`src/rtl/arb_mux_pkg.sv`:
```
// Shared types and constants for the arbitrated channel mux.
package arb_mux_pkg;

  // Arbitration policy selector.
  typedef enum logic [0:0] {
    ARB_RR    = 1'b0,
    ARB_FIXED = 1'b1
  } arb_mode_t;

  localparam int unsigned MinChannels = 2;
  localparam int unsigned MaxChannels = 16;

  // True when c is a legal channel count (power of two within range).
  function automatic logic chan_count_ok(input int unsigned c);
    return (c >= MinChannels) && (c <= MaxChannels) && ((c & (c - 1)) == 0);
  endfunction

endpackage

```
`src/rtl/arb_mux_rr_arbiter.sv`:
```
// Combinational arbiter: picks one requesting channel, searching from a start
// pointer (round-robin) or from channel 0 (fixed priority).
module rr_arbiter
  import arb_mux_pkg::*;
#(
  parameter int unsigned C    = 4,
  parameter arb_mode_t   MODE = ARB_RR,
  localparam int unsigned CW  = $clog2(C)
) (
  input  logic [C-1:0]  req_i,
  input  logic [CW-1:0] ptr_i,
  output logic [C-1:0]  gnt_o,
  output logic [CW-1:0] idx_o,
  output logic          any_o
);

  logic [CW-1:0] start;
  logic [CW-1:0] chan;

  // Walk channels start, start+1, ... modulo C; first requester wins.
  always_comb begin
    gnt_o = '0;
    idx_o = '0;
    any_o = 1'b0;
    chan  = '0;
    start = (MODE == ARB_FIXED) ? '0 : ptr_i;
    for (int unsigned k = 0; k < C; k++) begin
      // CW-bit add wraps naturally because C is a power of two.
      chan = start + CW'(k);
      if (!any_o && req_i[chan]) begin
        any_o       = 1'b1;
        gnt_o[chan] = 1'b1;
        idx_o       = chan;
      end
    end
  end

endmodule

```
`src/rtl/arb_mux.sv`:
```
// C-to-1 arbitrated mux with a single registered output stage and
// valid/ready handshakes on both sides.
module arb_mux
  import arb_mux_pkg::*;
#(
  parameter int unsigned N    = 64,
  parameter int unsigned C    = 4,
  parameter arb_mode_t   MODE = ARB_RR,
  localparam int unsigned CW  = $clog2(C)
) (
  input  logic          i_clk,
  input  logic          i_rst_n,
  input  logic [C-1:0]  i_valid,
  input  logic [N-1:0]  i_data [C],
  output logic [C-1:0]  o_ready,
  output logic          o_valid,
  output logic [N-1:0]  o_data,
  output logic [CW-1:0] o_chan,
  input  logic          i_ready
);

  logic          valid_q, valid_d;
  logic [N-1:0]  data_q, data_d;
  logic [CW-1:0] chan_q, chan_d;
  logic [CW-1:0] ptr_q, ptr_d;

  logic [C-1:0]  gnt;
  logic [CW-1:0] gnt_idx;
  logic          gnt_any;
  logic          free;
  logic          in_xfer;

  rr_arbiter #(
    .C    (C),
    .MODE (MODE)
  ) u_arb (
    .req_i (i_valid),
    .ptr_i (ptr_q),
    .gnt_o (gnt),
    .idx_o (gnt_idx),
    .any_o (gnt_any)
  );

  // Accept a new beat when the output register is empty or draining this cycle.
  // Reset gates o_ready because valid_q = 0 would otherwise look "free".
  always_comb begin
    free    = !valid_q || i_ready;
    in_xfer = free && gnt_any && i_rst_n;
    o_ready = in_xfer ? gnt : '0;
  end

  // Next-state for the output stage and the round-robin pointer.
  always_comb begin
    valid_d = valid_q;
    data_d  = data_q;
    chan_d  = chan_q;
    ptr_d   = ptr_q;
    if (in_xfer) begin
      valid_d = 1'b1;
      data_d  = i_data[gnt_idx];
      chan_d  = gnt_idx;
      if (MODE == ARB_RR) begin
        ptr_d = gnt_idx + CW'(1);
      end
    end else if (free) begin
      valid_d = 1'b0;
    end
  end

  // State registers; reset drops any held beat and restarts search at 0.
  always_ff @(posedge i_clk or negedge i_rst_n) begin
    if (!i_rst_n) begin
      valid_q <= 1'b0;
      data_q  <= '0;
      chan_q  <= '0;
      ptr_q   <= '0;
    end else begin
      valid_q <= valid_d;
      data_q  <= data_d;
      chan_q  <= chan_d;
      ptr_q   <= ptr_d;
    end
  end

  assign o_valid = valid_q;
  assign o_data  = data_q;
  assign o_chan  = chan_q;

endmodule

```
`config.mk`:
```
export PLATFORM = sky130hd
export DESIGN_NAME = arb_mux
export DESIGN_NICKNAME = d
export VERILOG_FILES = /design/src/rtl/arb_mux_pkg.sv /design/src/rtl/arb_mux_rr_arbiter.sv /design/src/rtl/arb_mux.sv
export SDC_FILE = /design/constraint.sdc
export NUM_CORES = 1
export LEC_CHECK = 0
export CAP_MARGIN = 20
export CORE_AREA = 2 2 128 130
export DETAILED_ROUTE_END_ITERATION = 6
export DIE_AREA = 0 0 130 132
export GPL_ROUTABILITY_DRIVEN = 0
export GPL_TIMING_DRIVEN = 0
export HOLD_SLACK_MARGIN = 0.15
export PLACE_DENSITY = 0.73
export SYNTH_ARGS = -nofsm -noshare
export SYNTH_HDL_FRONTEND = slang
export SYNTH_HIERARCHICAL = 1
export SYNTH_SLANG_ARGS = --single-unit
```
`constraint.sdc`:
```
create_clock -name i_clk -period 5.9 [get_ports i_clk]
set_input_delay 1.18 -clock i_clk [delete_from_list [all_inputs] [get_ports i_clk]]
set_output_delay 1.18 -clock i_clk [all_outputs]
set_load 0.02 [all_outputs]
```
# Word-level counts from Yosys, hierarchy flattened
# Index checks and enable logic that the tools add are counted.
# Widths: inputs -> output; s select.
# totals
input_bits,263
ff_bits,69
elab_cells,70
output_inout_bits,71
# op_classes
reduce_logical,15
order_cmp,9
addsub,4
mux,34
bitwise_logic,4
# op_table
operator,count
$bmux 64 s2,1
$mux 64,2
$mux 4,5
$mux 1,14
$lt 2x3->1 const B,4
$or 4x4->4,3
$logic_and 1x1->1,9
$bmux 1 s2,4
$demux 1 s2,4
$ge 2x1->1 const B,4
$mux 2,4
$add 2x1->2 const B,2
$add 2x2->2 const B,2
$logic_not 1->1,4
$ge 3x3->1 const B,1
$not 2->3,1
$reduce_bool 2->1,1
$logic_or 1x1->1,1

# Depth between registers and ports, before layout
# depth
word_depth,16
depth_mapped,13

# Cells and area by module
# The synthesis kept the hierarchy.
# by_module_without_submodules
mod,instances,cells_per_inst,area_per_inst_um2
arb_mux,1,234,4259.1
rr_arbiter,1,45,419.2

# Worst setup path before layout
# No wires, ideal clock.
# synth_path
path_kind,input to output
start,input port i_valid[2]
end,output port o_ready[0]
t_arrival_ns,2.643
stages,8
required_time_ns,4.720
slack_ns,2.077
path_cell_list,mux4_2 -> buf_6 -> nor3_1 -> nand2b_1 -> nand2_1 -> a21oi_2 -> buf_2 -> and2_1
# synth_between
elab_chain_len,15
word_cells_on_any_way,28
# synth_lines
item,line_no,source
from (decl),arb_mux.sv:13,"input logic [C-1:0] i_valid,"
$bmux 1 s2,arb_mux_rr_arbiter.sv:30,if (!any_o && req_i[chan]) begin
$mux 1 (implied by the code),arb_mux_rr_arbiter.sv:30,
$mux 1,arb_mux_rr_arbiter.sv:30,
$logic_not 1->1,arb_mux_rr_arbiter.sv:30,
$logic_and 1x1->1,arb_mux_rr_arbiter.sv:30,
$mux 1,arb_mux_rr_arbiter.sv:30,
$logic_not 1->1,arb_mux_rr_arbiter.sv:30,
$logic_and 1x1->1,arb_mux_rr_arbiter.sv:30,
$mux 1,arb_mux_rr_arbiter.sv:30,
$logic_not 1->1,arb_mux_rr_arbiter.sv:30,
$logic_and 1x1->1,arb_mux_rr_arbiter.sv:30,
$mux 1 *,arb_mux_rr_arbiter.sv:30,
named net gnt_any,arb_mux.sv:29,logic gnt_any;
$logic_and 1x1->1 * (2 in a row),arb_mux.sv:48,in_xfer = free && gnt_any && i_rst_n;
$mux 4 *,arb_mux.sv:49,o_ready = in_xfer ? gnt : '0;
to (decl),arb_mux.sv:15,"output logic [C-1:0] o_ready,"
# Mark *: on every way through the listed nets, which the timed path passes. The rest lies on a longest branch. The select of a mux whose other input is x is not followed.

# Final worst setup path
# layout_path
start,input port i_valid[2]
end,output port o_ready[3]
# Same word-level chain as after synthesis.

==> qor.yml <==
max_stage_delay_ps: 620
rsz0062_at_grt: "false"
post-cts-setup-buffers: 0
clkSinkCount: 69
p_clk_share_pct: 10.1
leakagePower_uw: 0.00331
fin_crit_sh_pct: 88.1
r2r_cells: 10
internal-power_uw: 3030
crit_slowest_cell: "clkdlybuf4s50_1"
hold_violations: 0
rr_startpoint: "ptr_q[1]"
layout.nets: 892
end_kind: "output pin"
synthTopCellsByArea: "dfrtp_1, mux4_2, mux2_2"
async_flop_share_pct: 100
grt_pass1_wl_um: 25200
synth_top_area_share_pct: 36.9
crit_arrival_ps: 4020
synthesis.nets: 547
die_y_um: 132
dp_hpwl_um: 14000
p_total_uw: 4860
cp.required_ps: 4720
yosysMostFrequentCell: "dfrtp_1"
synth-edff-count: 0
yosysUniqueCellTypes: 30
status: "finished, final reports clean"
pwr-share-comb_pct: 71.8
wl_per_cell_um: 20.1
dr.first_iter.drc_count: 131
ir_drop_mv: 0.220
grt_pass1_vias: 4599
numPortBuffers: 333
seq_power_share_pct: 18.0
skew_ps: 7.28
area_growth_pct: 83.3
core_area_um2: 15700
maxCapViolCount: 0
register_area_um2: 1730
synth_cells: 279
finalSetupTns_ps: 0
path_common_cell: "clkdlybuf4s50_1"
r2r_setup_slack_ps: 2090
fin_util_pct: 54.6
gr-usage-all-layers_pct: 19.5
p_per_area_nw_per_um2: 567
startpoint_type: "primary input"
cp_max_fo: 10
gr-total-overflow: 0
hold_buffers: 0
synth_common_cells: "dfrtp_1, mux4_2, mux2_2"
synth-seq-area-share_pct: 36.9
clk_path_buf_depth: 2
clkTransAtPathRegs_ps: 60
hold_depth: 1
crit_family: "buffers and inverters"
ios: 334
cts-resized-gates: 0
start_util_pct: 29.8
drc: 0
critPathKind: "in -> out"
max_freq_mhz: 192
cts_buffers: 9
min_from: "o_data[47]"
cts_tree: "done"
drive_gt1_share_pct: 27.5
ys.flop_type: "dfrtp_1"
rows: 46
slew_violations: 0
die-area_um2: 17200
synth_seq_cells: 69
finalWirelength_um: 16900
n_fill_cell: 1309
antenna_found_initial: 0
h-tree-depth: 3
drt-pass1-iter-count: 4
syn_area_um2: 4680
multi_input_area_um2: 2730
grt_max_degree: 70
die_w_um: 130
ys.warnings.count: 6
tightest_slew_ps: 709
diodes: 0
clock_latency_ps: 330
setup_violations: 0
routed_via_density: 4.90
synth.avg_cell_area_um2: 16.8
p_switching_uw: 1830
cp.depth: 10
max_slew_margin_pct: 52.7
hold_class: "reg -> reg"
post-route-min-period_ps: 5200
sw_frac_of_total_pct: 37.6
crit_start: "i_valid[2]"
route.vias.total: 4134
cts_root_buf: "clkbuf_16"
ant_nets: 0
crit_chain: "clkdlybuf4s50_1 -> mux4_2 -> buf_6 -> nor3_1 -> nand2b_1 -> nand2_1 -> a21oi_2 -> buf_2 -> and2_1 -> clkdlybuf4s50_1"
crit_buf_inv: 4
synth_top_cell_by_area: "dfrtp_1"
## state kept, by name, indices dropped and copies added (netlist names)
register and cells:
o_valid 1, ptr_q 2, o_chan 2, o_data 64
## area by class of cell
| cell class | instances | area share [%] |
|---|---|---|
| Clock inverter | 4 | 0.292 |
| Sequential cell | 69 | 20.1 |
| Clock buffer | 11 | 2.83 |
| Multi-Input combinational cell | 178 | 31.8 |
| Tap cell | 216 | 3.15 |
| Buffer | 25 | 2.29 |
| Inverter | 7 | 0.306 |
| Timing Repair Buffer | 334 | 39.2 |
## cells by family (layout without fill, tap and decap cells)
logic type	after synthesis	after routing	synth area share [%]
muxes	139	139	51.9
and+or+nand+nor	13	13	1.93
DFF	69	69	36.9
xor gates and xnor gates	1	1	0.187
buffers and inverters	32	381	4.76
AOI/OAI and AO/OA	20	20	2.94
adders and majority gates	5	5	1.34
## through the flow
stage	hold slack [ps]	setup slack, ps	instances	area [um2]
final	507	700	844	8570
after global routing	516	476	844	8570
after CTS	509	635	844	8570
after detailed placement	494	631	829	8310
after global placement	491	-1440	828	8280
after floorplan	548	2080	279	4680
## cell usage in the layout, fill, tap and decap left out
master | synthesis | layout
a21oi_1 | 1 | 1
a21oi_2 | 1 | 1
a22oi_1 | 8 | 8
a32o_1 | 1 | 1
and2_1 | 4 | 4
and2b_2 | 1 | 1
buf_1 | 2 | 2
buf_12 | 4 | 4
buf_16 | 0 | 1
buf_2 | 12 | 12
buf_4 | 0 | 1
buf_6 | 3 | 3
clkbuf_1 | 4 | 5
clkbuf_16 | 0 | 9
clkbuf_8 | 0 | 1
clkdlybuf4s50_1 | 0 | 332
clkinv_2 | 0 | 2
clkinvlp_4 | 0 | 2
dfrtp_1 | 69 | 69
ha_1 | 5 | 5
inv_1 | 7 | 7
mux2_2 | 44 | 44
mux2_4 | 25 | 25
mux2i_1 | 2 | 2
mux4_1 | 2 | 2
mux4_2 | 66 | 66
nand2_1 | 2 | 2
nand2b_1 | 1 | 1
nor2_1 | 2 | 2
nor3_1 | 1 | 1
nor4_1 | 1 | 1
nor4b_4 | 1 | 1
o211ai_1 | 1 | 1
o21ai_0 | 6 | 6
o311ai_0 | 1 | 1
o31ai_1 | 1 | 1
xor2_1 | 1 | 1
## worst paths after layout
path                               to
min reg2reg                o_data[47]
max in group asynchronous    ptr_q[1]
max reg2reg                o_data[10]
min in group asynchronous  o_data[31]
min                        o_data[47]
max                        o_ready[3]
## power by group through the flow
| stage | Combinational [uW] | Sequential [uW] | Clock, uW |
|---|---|---|---|
| after floorplan | 2100 | 1150 | 0 |
| after global placement | 3470 | 871 | 0 |
| after detailed placement | 3540 | 885 | 0 |
| after CTS | 3550 | 880 | 507 |
| after global routing | 3710 | 906 | 530 |
| final | 3490 | 876 | 493 |
## worst register-to-register path: cells and delay by family (launching register included)
| family | cells | cell delay, ps |
|---|---|---|
| compound gates | 2 | 620 |
| fa+ha+maj | 1 | 380 |
| buf+inv | 4 | 1150 |
| flops | 1 | 520 |
| mux | 3 | 1020 |
## routing by layer
layer / track usage [%] / up-vias / wire length [um]
met5: 0 / - / 0
met4: 6.21 / 0 / 406
met3: 4.22 / 25 / 1250
met2: 37.6 / 238 / 9220
met1: 20.8 / 2045 / 6060
li1: - / 1826 / -
No activity file was read; power rests on OpenSTA's default activity.
